===== config.mk =====
export PLATFORM = sky130hd
export DESIGN_NAME = pipe_hazard_ctrl_flat
export DESIGN_NICKNAME = d
export VERILOG_FILES = /design/src/rtl/pipe_hazard_ctrl_pkg.sv /design/src/rtl/pipe_hazard_ctrl_if.sv /design/src/rtl/pipe_hazard_ctrl_sat_counter.sv /design/src/rtl/pipe_hazard_ctrl.sv /design/src/flat_wrapper.sv
export SDC_FILE = /design/constraint.sdc
export NUM_CORES = 1
export LEC_CHECK = 0
export ABC_AREA = 1
export CAP_MARGIN = 15
export CORE_MARGIN = 8
export CORE_UTILIZATION = 55
export CTS_BUF_LIST = sky130_fd_sc_hd__clkbuf_8
export CTS_CLUSTER_DIAMETER = 50
export CTS_CLUSTER_SIZE = 25
export DETAILED_ROUTE_END_ITERATION = 10
export PLACE_DENSITY = 0.83
export SETUP_SLACK_MARGIN = 0.1
export SYNTH_ARGS = -nofsm -noshare
export SYNTH_HDL_FRONTEND = slang
export SYNTH_HIERARCHICAL = 1
export SYNTH_SLANG_ARGS = --single-unit

===== constraint.sdc =====
create_clock -name clk_i -period 2.15 [get_ports clk_i]
set_input_delay 0.43 -clock clk_i [delete_from_list [all_inputs] [get_ports clk_i]]
set_output_delay 0.43 -clock clk_i [all_outputs]
set_load 0.05 [all_outputs]

===== src/rtl/pipe_hazard_ctrl_pkg.sv =====
// Shared pipeline definitions for the hazard controller.
//   state_e   : memory-wait FSM encoding (RUN = 0, MEM_WAIT = 1)
//   CNT_W     : default width of the performance counters
//   NOP_*     : what a bubbled stage register loads
//   reg_hit() : one Decode source operand matching an Execute destination
package pipe_hazard_ctrl_pkg;

   typedef enum logic {
      RUN      = 1'b0,
      MEM_WAIT = 1'b1
   } state_e;

   localparam int          CNT_W    = 32;
   localparam logic [31:0] NOP_INSN = 32'h0000_0013;  // addi x0, x0, 0
   localparam logic [4:0]  NOP_RD   = 5'd0;

   function automatic logic reg_hit(input logic used, input logic [4:0] raddr,
                                    input logic [4:0] waddr);
      return used & (raddr == waddr);
   endfunction

endpackage


===== src/rtl/pipe_hazard_ctrl_if.sv =====
// Bundle between the pipeline datapath and the hazard controller.
//   master : pipeline side, drives hazard sources, receives stage controls
//   slave  : controller side
// Signal names keep their controller-relative _i/_o suffixes.
interface pipe_hazard_ctrl_if #(
   parameter int CNT_W = pipe_hazard_ctrl_pkg::CNT_W
);
   logic [4:0]       D_reg_raddr1_i, D_reg_raddr2_i;
   logic             D_rs1_used_i, D_rs2_used_i;
   logic [4:0]       E_reg_waddr_i;
   logic             E_reg_wen_i, E_reg_mux_i, E_redirect_i;
   logic             imem_valid_i, dmem_req_i, dmem_ack_i;
   logic             F_stall_o, D_stall_o, D_bubble_o, E_stall_o, E_bubble_o;
   logic             M_stall_o, M_bubble_o, W_stall_o, W_bubble_o;
   logic             pc_redirect_o, mem_timeout_o;
   logic [CNT_W-1:0] stall_cnt_o, flush_cnt_o;

   modport master (
      output D_reg_raddr1_i, D_reg_raddr2_i, D_rs1_used_i, D_rs2_used_i,
             E_reg_waddr_i, E_reg_wen_i, E_reg_mux_i, E_redirect_i,
             imem_valid_i, dmem_req_i, dmem_ack_i,
      input  F_stall_o, D_stall_o, D_bubble_o, E_stall_o, E_bubble_o,
             M_stall_o, M_bubble_o, W_stall_o, W_bubble_o,
             pc_redirect_o, mem_timeout_o, stall_cnt_o, flush_cnt_o
   );

   modport slave (
      input  D_reg_raddr1_i, D_reg_raddr2_i, D_rs1_used_i, D_rs2_used_i,
             E_reg_waddr_i, E_reg_wen_i, E_reg_mux_i, E_redirect_i,
             imem_valid_i, dmem_req_i, dmem_ack_i,
      output F_stall_o, D_stall_o, D_bubble_o, E_stall_o, E_bubble_o,
             M_stall_o, M_bubble_o, W_stall_o, W_bubble_o,
             pc_redirect_o, mem_timeout_o, stall_cnt_o, flush_cnt_o
   );

endinterface


===== src/rtl/pipe_hazard_ctrl_sat_counter.sv =====
// Saturating up-counter with synchronous clear.
//   clk_i, rst_i : clock, async active-high reset (count -> 0)
//   clr_i        : clear to 0 (wins over inc_i)
//   inc_i        : add 1 unless already all-ones
//   cnt_o        : current count
module sat_counter #(
   parameter int W = 8
) (
   input  logic         clk_i,
   input  logic         rst_i,
   input  logic         clr_i,
   input  logic         inc_i,
   output logic [W-1:0] cnt_o
);

   logic [W-1:0] cnt_q, cnt_d;

   always_comb begin
      cnt_d = cnt_q;
      if (clr_i)
         cnt_d = '0;
      else if (inc_i && (cnt_q != '1))
         cnt_d = cnt_q + W'(1);
   end

   always_ff @(posedge clk_i or posedge rst_i) begin
      if (rst_i) cnt_q <= '0;
      else       cnt_q <= cnt_d;
   end

   assign cnt_o = cnt_q;

endmodule


===== src/rtl/pipe_hazard_ctrl.sv =====
// Pipeline hazard controller: turns memory waits, Execute redirects,
// load-use dependencies and fetch misses into per-stage stall/bubble
// controls, tracks long memory waits and counts stall/flush cycles.
//   clk_i, rst_i : clock, async active-high reset
//   hz (slave)   : hazard sources in, stage controls / status / counters out
// Parameters: TIMEOUT (1..255) memory-wait cycles before mem_timeout_o,
//             CNT_W performance counter width.
module pipe_hazard_ctrl #(
   parameter int TIMEOUT = 255,
   parameter int CNT_W   = pipe_hazard_ctrl_pkg::CNT_W
) (
   input  logic             clk_i,
   input  logic             rst_i,
   pipe_hazard_ctrl_if.slave hz
);
   import pipe_hazard_ctrl_pkg::*;

   localparam logic [7:0] TMO_LAST = 8'(TIMEOUT - 1);

   state_e     state_q, state_d;
   logic [7:0] wait_cnt;
   logic       tmo_q, tmo_d;
   logic       mem_wait, load_use;
   logic       f_stall, d_stall, d_bubble, e_stall, e_bubble;
   logic       m_stall, w_bubble, redirect;

   assign mem_wait = hz.dmem_req_i & ~hz.dmem_ack_i;

   assign load_use = hz.E_reg_mux_i & hz.E_reg_wen_i & (hz.E_reg_waddr_i != 5'd0) &
                     (reg_hit(hz.D_rs1_used_i, hz.D_reg_raddr1_i, hz.E_reg_waddr_i) |
                      reg_hit(hz.D_rs2_used_i, hz.D_reg_raddr2_i, hz.E_reg_waddr_i));

   // Only the highest-priority hazard drives the controls. A redirect under
   // a memory wait is not lost: Execute is frozen, so E_redirect_i is still
   // present in the first cycle after the wait ends.
   always_comb begin
      f_stall  = 1'b0;
      d_stall  = 1'b0;
      d_bubble = 1'b0;
      e_stall  = 1'b0;
      e_bubble = 1'b0;
      m_stall  = 1'b0;
      w_bubble = 1'b0;
      redirect = 1'b0;
      if (mem_wait) begin
         f_stall  = 1'b1;
         d_stall  = 1'b1;
         e_stall  = 1'b1;
         m_stall  = 1'b1;
         w_bubble = 1'b1;
      end else if (hz.E_redirect_i) begin
         redirect = 1'b1;
         d_bubble = 1'b1;
         e_bubble = 1'b1;
      end else if (load_use) begin
         f_stall  = 1'b1;
         d_stall  = 1'b1;
         e_bubble = 1'b1;
      end else if (!hz.imem_valid_i) begin
         f_stall  = 1'b1;
         d_bubble = 1'b1;
      end
   end

   assign hz.F_stall_o     = f_stall;
   assign hz.D_stall_o     = d_stall;
   assign hz.D_bubble_o    = d_bubble;
   assign hz.E_stall_o     = e_stall;
   assign hz.E_bubble_o    = e_bubble;
   assign hz.M_stall_o     = m_stall;
   assign hz.M_bubble_o    = 1'b0;
   assign hz.W_stall_o     = 1'b0;
   assign hz.W_bubble_o    = w_bubble;
   assign hz.pc_redirect_o = redirect;

   // Memory-wait FSM
   always_comb begin
      state_d = state_q;
      case (state_q)
         RUN:      if (mem_wait) state_d = MEM_WAIT;
         MEM_WAIT: if (hz.dmem_ack_i || !hz.dmem_req_i) state_d = RUN;
         default:  state_d = RUN;
      endcase
   end

   always_ff @(posedge clk_i or posedge rst_i) begin
      if (rst_i) state_q <= RUN;
      else       state_q <= state_d;
   end

   // wait_cnt counts MEM_WAIT cycles already spent; the TIMEOUT-th cycle of
   // a still-pending access raises the sticky flag.
   sat_counter #(.W(8)) u_wait_cnt (
      .clk_i (clk_i),
      .rst_i (rst_i),
      .clr_i (state_q == RUN),
      .inc_i (state_q == MEM_WAIT),
      .cnt_o (wait_cnt)
   );

   assign tmo_d = tmo_q | ((state_q == MEM_WAIT) & (wait_cnt == TMO_LAST) & mem_wait);

   always_ff @(posedge clk_i or posedge rst_i) begin
      if (rst_i) tmo_q <= 1'b0;
      else       tmo_q <= tmo_d;
   end

   assign hz.mem_timeout_o = tmo_q;

   sat_counter #(.W(CNT_W)) u_stall_cnt (
      .clk_i (clk_i),
      .rst_i (rst_i),
      .clr_i (1'b0),
      .inc_i (f_stall),
      .cnt_o (hz.stall_cnt_o)
   );

   sat_counter #(.W(CNT_W)) u_flush_cnt (
      .clk_i (clk_i),
      .rst_i (rst_i),
      .clr_i (1'b0),
      .inc_i (redirect),
      .cnt_o (hz.flush_cnt_o)
   );

endmodule


===== src/flat_wrapper.sv =====
// flat-port wrapper written by rule: the top's interface ports become plain ports
module pipe_hazard_ctrl_flat import pipe_hazard_ctrl_pkg::*;
#(
   parameter int TIMEOUT = 255,
   parameter int CNT_W   = pipe_hazard_ctrl_pkg::CNT_W
)
  (clk_i, rst_i, hz_D_reg_raddr1_i, hz_D_reg_raddr2_i, hz_D_rs1_used_i, hz_D_rs2_used_i, hz_E_reg_waddr_i, hz_E_reg_wen_i, hz_E_reg_mux_i, hz_E_redirect_i, hz_imem_valid_i, hz_dmem_req_i, hz_dmem_ack_i, hz_F_stall_o, hz_D_stall_o, hz_D_bubble_o, hz_E_stall_o, hz_E_bubble_o, hz_M_stall_o, hz_M_bubble_o, hz_W_stall_o, hz_W_bubble_o, hz_pc_redirect_o, hz_mem_timeout_o, hz_stall_cnt_o, hz_flush_cnt_o);
  pipe_hazard_ctrl_if #(.CNT_W(CNT_W)) hz_i ();
  input  logic clk_i;
  input  logic rst_i;
  input wire logic [$bits(hz_i.D_reg_raddr1_i)-1:0] hz_D_reg_raddr1_i;
  input wire logic [$bits(hz_i.D_reg_raddr2_i)-1:0] hz_D_reg_raddr2_i;
  input wire logic [$bits(hz_i.D_rs1_used_i)-1:0] hz_D_rs1_used_i;
  input wire logic [$bits(hz_i.D_rs2_used_i)-1:0] hz_D_rs2_used_i;
  input wire logic [$bits(hz_i.E_reg_waddr_i)-1:0] hz_E_reg_waddr_i;
  input wire logic [$bits(hz_i.E_reg_wen_i)-1:0] hz_E_reg_wen_i;
  input wire logic [$bits(hz_i.E_reg_mux_i)-1:0] hz_E_reg_mux_i;
  input wire logic [$bits(hz_i.E_redirect_i)-1:0] hz_E_redirect_i;
  input wire logic [$bits(hz_i.imem_valid_i)-1:0] hz_imem_valid_i;
  input wire logic [$bits(hz_i.dmem_req_i)-1:0] hz_dmem_req_i;
  input wire logic [$bits(hz_i.dmem_ack_i)-1:0] hz_dmem_ack_i;
  output wire logic [$bits(hz_i.F_stall_o)-1:0] hz_F_stall_o;
  output wire logic [$bits(hz_i.D_stall_o)-1:0] hz_D_stall_o;
  output wire logic [$bits(hz_i.D_bubble_o)-1:0] hz_D_bubble_o;
  output wire logic [$bits(hz_i.E_stall_o)-1:0] hz_E_stall_o;
  output wire logic [$bits(hz_i.E_bubble_o)-1:0] hz_E_bubble_o;
  output wire logic [$bits(hz_i.M_stall_o)-1:0] hz_M_stall_o;
  output wire logic [$bits(hz_i.M_bubble_o)-1:0] hz_M_bubble_o;
  output wire logic [$bits(hz_i.W_stall_o)-1:0] hz_W_stall_o;
  output wire logic [$bits(hz_i.W_bubble_o)-1:0] hz_W_bubble_o;
  output wire logic [$bits(hz_i.pc_redirect_o)-1:0] hz_pc_redirect_o;
  output wire logic [$bits(hz_i.mem_timeout_o)-1:0] hz_mem_timeout_o;
  output wire logic [$bits(hz_i.stall_cnt_o)-1:0] hz_stall_cnt_o;
  output wire logic [$bits(hz_i.flush_cnt_o)-1:0] hz_flush_cnt_o;
  assign hz_i.D_reg_raddr1_i = hz_D_reg_raddr1_i;
  assign hz_i.D_reg_raddr2_i = hz_D_reg_raddr2_i;
  assign hz_i.D_rs1_used_i = hz_D_rs1_used_i;
  assign hz_i.D_rs2_used_i = hz_D_rs2_used_i;
  assign hz_i.E_reg_waddr_i = hz_E_reg_waddr_i;
  assign hz_i.E_reg_wen_i = hz_E_reg_wen_i;
  assign hz_i.E_reg_mux_i = hz_E_reg_mux_i;
  assign hz_i.E_redirect_i = hz_E_redirect_i;
  assign hz_i.imem_valid_i = hz_imem_valid_i;
  assign hz_i.dmem_req_i = hz_dmem_req_i;
  assign hz_i.dmem_ack_i = hz_dmem_ack_i;
  assign hz_F_stall_o = hz_i.F_stall_o;
  assign hz_D_stall_o = hz_i.D_stall_o;
  assign hz_D_bubble_o = hz_i.D_bubble_o;
  assign hz_E_stall_o = hz_i.E_stall_o;
  assign hz_E_bubble_o = hz_i.E_bubble_o;
  assign hz_M_stall_o = hz_i.M_stall_o;
  assign hz_M_bubble_o = hz_i.M_bubble_o;
  assign hz_W_stall_o = hz_i.W_stall_o;
  assign hz_W_bubble_o = hz_i.W_bubble_o;
  assign hz_pc_redirect_o = hz_i.pc_redirect_o;
  assign hz_mem_timeout_o = hz_i.mem_timeout_o;
  assign hz_stall_cnt_o = hz_i.stall_cnt_o;
  assign hz_flush_cnt_o = hz_i.flush_cnt_o;
  pipe_hazard_ctrl #(.TIMEOUT(TIMEOUT), .CNT_W(CNT_W)) u_core (.clk_i(clk_i), .rst_i(rst_i), .hz(hz_i));
endmodule

==> results.cfg, run 1 <==
[sta]
fin_skew_ps = 17.50
hold_viol_final = 0
period_share_pct = 92.88
rsz0062_at_grt = yes
slew_viol_final = 0
fin_tns_setup_ps = 0
relSlewSlack_pct = 63.66
finalSetupViolCount = 0
whs_ps = 349.1
max_freq_ghz = 0.5008
tightest_slew_ps = 543.1
min_period_ps = 1997

[route]
vias_per_cell = 5.204
wl_um = 14810
routedWlPerCell_um = 13.15
ant_nets = 0
first_iter_violations = 473
num_vias = 5860
first_pass_iters = 7
drc_errors = 0

[clock_tree]
cts_buffer_depth = 2
cts.sinks = 74
htree_levels = 3
clkSlewWorstSetupHoldPaths_ps = 80
clock_latency_ps = 340
cts_tree = done
ctsRootBufferMaster = clkbuf_8
cts_made_buffers = 9

[cells_and_area]
area_growth_pct = 26.26
drive_gt1_share_pct = 10.47
fin_cells = 1126
num_antenna_cells = 0
utilization_pct = 71.05
final_nets = 1016
fill_cells = 901

[global_routing]
antenna_found_initial = 0
overflow = 0
grt_max_degree = 33
gr-usage-all-layers_pct = 22.65
grt_pass1_vias = 5391
grt_pass1_wl_um = 24680

[yosys]
yosysTopAreaCell = dfrtp_1
synth_top_area_share_pct = 33.82
syn_inst = 875
ys_seq_elements = 74
yosysUniqueCellTypes = 34
seq_area_frac_synth_pct = 33.82
syn_area_um2 = 5475
syn_avg_cell_area_um2 = 6.257
ys_warn_count = 6
synthTopCellsByArea = dfrtp_1, nand2_1, nor2_1

[critical_path]
cp_cell_sequence = clkdlybuf4s50_1 -> inv_1 -> nor2_4 -> inv_1 -> nand3_1 -> nand2_1 -> buf_12
cp_max_fo = 4
crit_type = in2out
start_kind = primary input
r2r_setup_slack_ps = 250
cp-end-kind = output port
arrival_ps = 1570
path_common_cell = inv_1
critPathRequiredTime_ps = 1720
cpPeakStageDelay_ps = 450
cp_top_family = buffers and inverters
worst-path-buf-inv = 4
cp.depth = 7
slowest_stage = clkdlybuf4s50_1
ff2ff_path_depth = 10

[place]
dp_cells = 1107
hpwl_um = 11220
place.port_buffers = 97
place.gp.congestion = 0.8920

[power]
p_per_area_nw_per_um2 = 408.7
p_total_w = 0.002825
vdd_ir_drop_max_mv = 0.2512
p_leak_nw = 3.782

[die]
die_x_um = 115.8
chipHeight_um = 115.8
fp.dieArea_um2 = 13400
start_util_pct = 56.28
core_um2 = 9729
pin_count = 100
fp-row-count = 36

[outcome]
status = complete, no violations

[hold_path]
hold_path_class = in2async

[job]
maxCapViolCount = 0
[worst paths after layout]
path,start,endpoint
min in group clk_i,u_core/hz.mem_timeout_o,u_core/hz.mem_timeout_o
hold / removal,rst_i,u_core/state_q
max in group asynchronous,rst_i,u_core/u_stall_cnt/cnt_o[1]
setup reg to reg,u_core/u_flush_cnt/cnt_o[1],u_core/u_flush_cnt/cnt_o[0]
setup / recovery,hz_dmem_req_i,hz_D_bubble_o
hold reg to reg,u_core/hz.mem_timeout_o,u_core/hz.mem_timeout_o
[cells by family (layout without fill, tap and decap cells)]
group	Yosys count	after routing	share of synthesized area, %
and+or+nand+nor	612	612	48.70
buffers and inverters	125	236	9.758
DFF	74	74	33.82
AOI/OAI and AO/OA	48	48	5.050
xor gates and xnor gates	12	12	1.920
adders and majority gates	3	3	0.6856
other	1	8	0.06849
[power by group]
group | internal [W] | switching [W]
registers | 0.00140 | 0.0000101
logic | 0.000144 | 0.000262
clock network | 0.000477 | 0.000531
[routing by layer]
metal  global-route usage (%)  part of all wire, %  up-vias
met5                        0                    0        -
met4                    8.297                  1.7        0
met3                    6.201                  9.8       31
met2                    36.18                   46      238
met1                    28.64                   43     2659
li1                         -                    -     2932
[synth_stat cells, drive strengths merged]
cell      n
nand3b    2
nor3      4
xor2      9
o21bai    4
conb      1
nor2    140
dfrtp    74
and2      4
o21ai    36
a21oi     8
buf      14
clkbuf    6
nand2   363
nor4      1
nand4    22
or2       3
ha        3
nand3    72
nor3b     1
xnor2     3
clkinv    3
inv     102
[per-stage QoR]
step                      area [um2]  worst slack (ps)
after floorplan                 5522             43.68
after global placement          6724            -104.8
after detailed placement        6724            -180.5
after CTS                       6850             100.1
after global routing            6913             88.61
final                           6913             153.0
[area by class of cell]
type | instances | area, um2 | area share, %
Clock buffer | 11 | 151.4 | 2.190
Sequential cell | 74 | 1857 | 26.86
Inverter | 105 | 401.6 | 5.810
Clock inverter | 5 | 31.28 | 0.4525
Timing Repair Buffer | 115 | 1155 | 16.71
Tap cell | 133 | 166.4 | 2.407
Multi-Input combinational cell | 683 | 3151 | 45.57
[placed cells by master, fill, tap and decap left out, types with 9 or more instances in the layout]
| master | synthesis | routed |
|---|---|---|
| buf_4 | 4 | 19 |
| clkbuf_8 | 0 | 11 |
| dlygate4sd2_1 | 0 | 59 |
| nor2_2 | 9 | 9 |
| dfrtp_1 | 74 | 70 |
| nand2_4 | 10 | 10 |
| nand2_2 | 11 | 12 |
| nor2_1 | 125 | 123 |
| o21ai_0 | 26 | 26 |
| clkdlybuf4s50_1 | 0 | 12 |
| xor2_1 | 9 | 9 |
| nand2_1 | 342 | 341 |
| nand4_1 | 22 | 22 |
| nand3_1 | 72 | 70 |
| inv_1 | 96 | 98 |
| buf_12 | 0 | 9 |
| dlymetal6s2s_1 | 0 | 14 |
[sequential cells by signal (all words and copies together), names as in the netlist]
signal	cells
u_core/hz.mem_timeout_o	1
u_core/state_q	1
u_core/u_flush_cnt/cnt_o	32
u_core/u_stall_cnt/cnt_o	32
u_core/u_wait_cnt/cnt_o	8
[repair_timing]
action | in CTS | in global routing
endpoints found under the hold margin | 0 | 0
setup buffers | 1 | 2
pin swaps | 9 | 7
setup endpoints to repair | 50 | 39
hold buffers | 0 | 0
resized for setup | 64 | 20
[worst reg2reg max path: cells and delay by family, from the launching register on]
kind	cells	cell delay, ps
fa+ha+maj	1	190
simple gates	7	850
compound gates	1	170
buf+inv	1	200
flops	1	390
Note: power is estimated with default switching activity, not from simulation.
==> run 2, diff against run 1 <==
--- a/config.mk
+++ b/config.mk
@@ -7,13 +7,15 @@
 export LEC_CHECK = 0
 export ABC_AREA = 1
 export CAP_MARGIN = 15
+export CORE_ASPECT_RATIO = 0.8
 export CORE_MARGIN = 8
-export CORE_UTILIZATION = 55
+export CORE_UTILIZATION = 45
 export CTS_BUF_LIST = sky130_fd_sc_hd__clkbuf_8
 export CTS_CLUSTER_DIAMETER = 50
 export CTS_CLUSTER_SIZE = 25
 export DETAILED_ROUTE_END_ITERATION = 10
-export PLACE_DENSITY = 0.83
+export PLACE_DENSITY = 0.7
+export RECOVER_POWER = 50
 export SETUP_SLACK_MARGIN = 0.1
 export SYNTH_ARGS = -nofsm -noshare
 export SYNTH_HDL_FRONTEND = slang
==> results.cfg, run 2 (synthesis results as in run 1) <==
[outcome]
status = complete, no violations

[clock_tree]
cts_buffer_depth = 2
cts_made_buffers = 9
cts_tree = done
cts.sinks = 74
ctsRootBufferMaster = clkbuf_8
clkSlewWorstSetupHoldPaths_ps = 80
htree_levels = 3
clock_latency_ps = 350

[sta]
layout_setup_ws_ps = 162.5
finalSetupViolCount = 0
relSlewSlack_pct = 42.52
fin_tns_setup_ps = 0
max_freq_ghz = 0.5031
rsz0062_at_grt = yes
period_share_pct = 92.44
min_period_ps = 1988
fin_skew_ps = 9.999
hold_viol_final = 0
slew_viol_final = 0
tightest_slew_ps = 862.2

[critical_path]
crit_type = in2out
start_kind = primary input
arrival_ps = 1560
critPathRequiredTime_ps = 1720
cp_max_fo = 3
cp-end-kind = output port

[die]
core_um2 = 12030
fp.dieArea_um2 = 15980
chipHeight_um = 114.7
die_x_um = 139.3
fp-row-count = 36
start_util_pct = 45.53
pin_count = 100

[power]
p_total_w = 0.003012
p_per_area_nw_per_um2 = 440.7
p_leak_nw = 3.572
vdd_ir_drop_max_mv = 0.2225

[cells_and_area]
postLayoutCellArea_um2 = 6833
fill_cells = 1212
area_growth_pct = 24.79
final_cell_mix = nand2_1, nor2_1, inv_1
layout_commonest_cell = nand2_1
num_antenna_cells = 0
drive_gt1_share_pct = 9.687
utilization_pct = 56.81
final_nets = 1014

[place]
place_area_um2 = 6753
place.port_buffers = 97
place.gp.congestion = 0.8830
hpwl_um = 11700
pre_cts_slack_ps = -154.9

[route]
routedWlPerCell_um = 13.46
first_pass_iters = 6
ant_nets = 0
wl_um = 15380
first_iter_violations = 420
num_vias = 5630
vias_per_cell = 4.926
drc_errors = 0

[job]
maxCapViolCount = 0

[global_routing]
grt_pass1_vias = 5003
gr-usage-all-layers_pct = 19.31
overflow = 0
grt_pass1_wl_um = 25060
antenna_found_initial = 1
grt_max_degree = 33

[hold_path]
hold_path_class = in2async
==> run 2: cell count changes in the layout (fill, tap and decap cells not counted), sizes merged <==
cell | before | now
buf | 28 | 22
bufinv | 0 | 2
clkbuf | 11 | 19
clkdlybuf4s15 | 2 | 1
clkdlybuf4s50 | 12 | 8
clkinv | 4 | 3
clkinvlp | 2 | 3
dlygate4sd2 | 59 | 72
dlygate4sd3 | 0 | 1
dlymetal6s2s | 14 | 0
inv | 104 | 103
==> run 2: worst paths after layout <==
kind	from	end	slack, ps	cells after the start
max	hz_E_reg_waddr_i[2]	hz_E_bubble_o	160	10
min	rst_i	u_core/hz.mem_timeout_o	440	2
min reg2reg	u_core/hz.mem_timeout_o	u_core/hz.mem_timeout_o	500	1
max reg2reg	u_core/u_flush_cnt/cnt_o[1]	u_core/u_flush_cnt/cnt_o[12]	270	11
min in group clk_i	u_core/hz.mem_timeout_o	u_core/hz.mem_timeout_o	500	1
max in group asynchronous	rst_i	u_core/u_stall_cnt/cnt_o[1]	710	3
==> run 2: critical path, cell delays in order <==
cell and delay (ps):
dlygate4sd2_1 230, inv_1 70, nand2_1 60, nand2_1 50
nor2_1 110, nand3_1 90, nand2_2 90, nand2_2 70
o21ai_2 190, buf_12 160
==> run 2: final cells by class <==
class	count	area [um2]	area share, %
timing repair buffer	113	1046	15.31
clock buffer	10	137.6	2.014
multi-input combinational	683	3123	45.71
clock inverter	6	82.58	1.209
sequential	74	1857	27.17
inverter	105	396.6	5.805
tap	152	190.2	2.783
==> run 2: routing by layer <==
layer,GRT usage [%],routed length (um),vias to the layer above
li1,-,-,2927
met1,27.75,7714,2514
met2,27.62,6279,177
met3,5.667,1282,10
met4,4.522,96,2
met5,0,8,-
==> run 2: timing repair <==
action | CTS | global route
hold buffers | 0 | 0
pin swaps | 9 | 0
buffers inserted | 1 | 0
setup endpoints to repair | 61 | 32
gates resized for setup | 77 | 11
==> run 2: power breakdown <==
group	total [W]	internal [W]	switching, W
Combinational	0.000389	0.000129	0.000260
Clock	0.00121	0.000677	0.000534
Sequential	0.00141	0.00140	0.0000103
Total	0.00301	0.00221	0.000804
==> run 2: through the flow <==
stage	std cells	hold WS (ps)
2_1_floorplan	882	171.2
3_3_place_gp	1126	460.3
3_5_place_dp	1126	486.4
6_report	1143	437.4
4_1_cts	1143	302.4
5_1_grt	1143	437.8
==> run 3, diff against run 2 <==
--- a/config.mk
+++ b/config.mk
@@ -7,8 +7,8 @@
 export LEC_CHECK = 0
 export ABC_AREA = 1
 export CAP_MARGIN = 15
-export CORE_ASPECT_RATIO = 0.8
-export CORE_MARGIN = 8
+export CORE_ASPECT_RATIO = 1.75
+export CORE_MARGIN = 2
 export CORE_UTILIZATION = 45
 export CTS_BUF_LIST = sky130_fd_sc_hd__clkbuf_8
 export CTS_CLUSTER_DIAMETER = 50
==> constraint.sdc (replaced) <==
create_clock -name clk_i -period 2.15 [get_ports clk_i]
set_input_delay 0.3225 -clock clk_i [delete_from_list [all_inputs] [get_ports clk_i]]
set_output_delay 0.3225 -clock clk_i [all_outputs]
set_load 0.05 [all_outputs]
==> results.cfg, run 3 (synthesis results as in run 1) <==
[clock_tree]
cts_tree = done
ctsRootBufferMaster = clkbuf_8
cts_hold_buffers = 0
clock_latency_ps = 360
clkSlewWorstSetupHoldPaths_ps = 90
cts_made_buffers = 9
cts.sinks = 74
cts_buffer_depth = 2
htree_levels = 3

[place]
place.gp.congestion = 0.9801
pre_cts_slack_ps = -30.06
place.port_buffers = 97
place_area_um2 = 6822
hpwl_um = 12570

[cells_and_area]
final_cell_mix = nand2_1, nor2_1, inv_1
drive_gt1_share_pct = 10.98
final_nets = 1025
area_growth_pct = 26.10
utilization_pct = 57.84
layout_commonest_cell = nand2_1
postLayoutCellArea_um2 = 6904
num_antenna_cells = 0

[die]
die_x_um = 87.38
fp-row-count = 53
pin_count = 100
chipHeight_um = 149.9
core_um2 = 11940
fp.dieArea_um2 = 13100
start_util_pct = 45.87

[critical_path]
cp-end-kind = output port
critPathRequiredTime_ps = 1830
cp_max_fo = 5
crit_type = reg2out
ff2ff_path_depth = 11
start_kind = register
arrival_ps = 1680

[sta]
layout_setup_ws_ps = 146.6
period_share_pct = 93.18
max_freq_ghz = 0.4991
fin_skew_ps = 19.61
tightest_slew_ps = 868.4
min_period_ps = 2003
slew_viol_final = 0
rsz0062_at_grt = no
hold_viol_final = 0
relSlewSlack_pct = 42.11
finalSetupViolCount = 0

[power]
p_leak_nw = 3.401
seq_power_share_pct = 49.4
p_sw_w = 0.0008718
switching_share_pct = 30.55
power.internal_w = 0.001982
combPwrFrac_pct = 14.5
pwr-share-clk_pct = 36.1
p_per_area_nw_per_um2 = 413.3
vdd_ir_drop_max_mv = 0.2247

[route]
first_iter_violations = 240
routedWlPerCell_um = 14.30
ant_nets = 0
vias_per_cell = 5.128
wl_um = 16290
num_vias = 5841
first_pass_iters = 5
drc_errors = 0

[hold_path]
hold_path_class = in2async

[job]
maxCapViolCount = 0

[global_routing]
gr-usage-all-layers_pct = 25.67
antenna_found_initial = 0
grt_pass1_wl_um = 26320
grt_max_degree = 33
grt_pass1_vias = 5556
overflow = 0

[outcome]
status = complete, no violations
==> run 3: changes by cell type in the layout (fill, tap and decap cells not counted), moves of 3 or more <==
cell / previous run / this run
buf_4: 13 / 22
clkbuf_1: 6 / 18
clkdlybuf4s50_1: 8 / 55
dlygate4sd2_1: 72 / 7
dlymetal6s2s_1: 0 / 9
inv_6: 0 / 3
nand3_2: 1 / 4
nor2_1: 127 / 124
nor2_2: 7 / 11
==> run 3: what timing repair did <==
action / in CTS / in global routing
setup buffers: 1 / 0
endpoints found under the setup margin: 7 / 57
pin swaps: 0 / 8
gates resized for setup: 7 / 34
==> run 3: critical path: stages (launching register included) <==
cell and delay, ps:
dfrtp_1 380, buf_4 150, clkdlybuf4s50_1 800
==> run 3: per-layer routing <==
metal  track usage, %  wire length (um)  vias to the layer above
li1                 -                 -                     2961
met1            26.06              5834                     2649
met2            48.07              8962                      181
met3            2.978               633                       50
met4            15.77               857                        0
met5                0                 0                        -
==> run 3: final timing paths <==
check                                        startpoint                           end  slack, ps
max in group asynchronous                         rst_i   u_core/u_flush_cnt/cnt_o[0]        780
setup reg to reg            u_core/u_flush_cnt/cnt_o[1]  u_core/u_flush_cnt/cnt_o[15]        250
hold / removal                                    rst_i                u_core/state_q        370
hold reg to reg             u_core/u_stall_cnt/cnt_o[1]   u_core/u_stall_cnt/cnt_o[1]        520
min in group clk_i          u_core/u_stall_cnt/cnt_o[1]   u_core/u_stall_cnt/cnt_o[1]        520
setup / recovery           u_core/u_flush_cnt/cnt_o[19]            hz_flush_cnt_o[19]        150
==> run 3: final cells by class <==
class,instances,area (um2)
timing repair buffer,124,1177
tap,137,171.4
clock buffer,9,123.9
inverter,105,397.9
clock inverter,7,58.81
sequential,74,1857
multi-input combinational,683,3118
fill,1205,5032
==> run 3: metrics by stage <==
step | std cells | hold WS (ps) | power, W | setup TNS [ps]
floorplan | 882 | 63.68 | 0.001679 | 0
global placement | 1122 | 482.3 | 0.001845 | -5.857
detailed placement | 1122 | 502.8 | 0.001846 | -134.1
CTS | 1139 | 257.0 | 0.002887 | 0
global route | 1139 | 369.0 | 0.002991 | 0
finish | 1139 | 372.3 | 0.002854 | 0
==> run 3: power by group through the flow <==
stage / clock (W) / sequential [W] / combinational (W)
after global placement: 0 / 0.00144 / 0.000407
after detailed placement: 0 / 0.00144 / 0.000408
final: 0.00103 / 0.00141 / 0.000412
after floorplan: 0 / 0.00146 / 0.000218
after CTS: 0.00107 / 0.00141 / 0.000411
after global routing: 0.00113 / 0.00141 / 0.000449
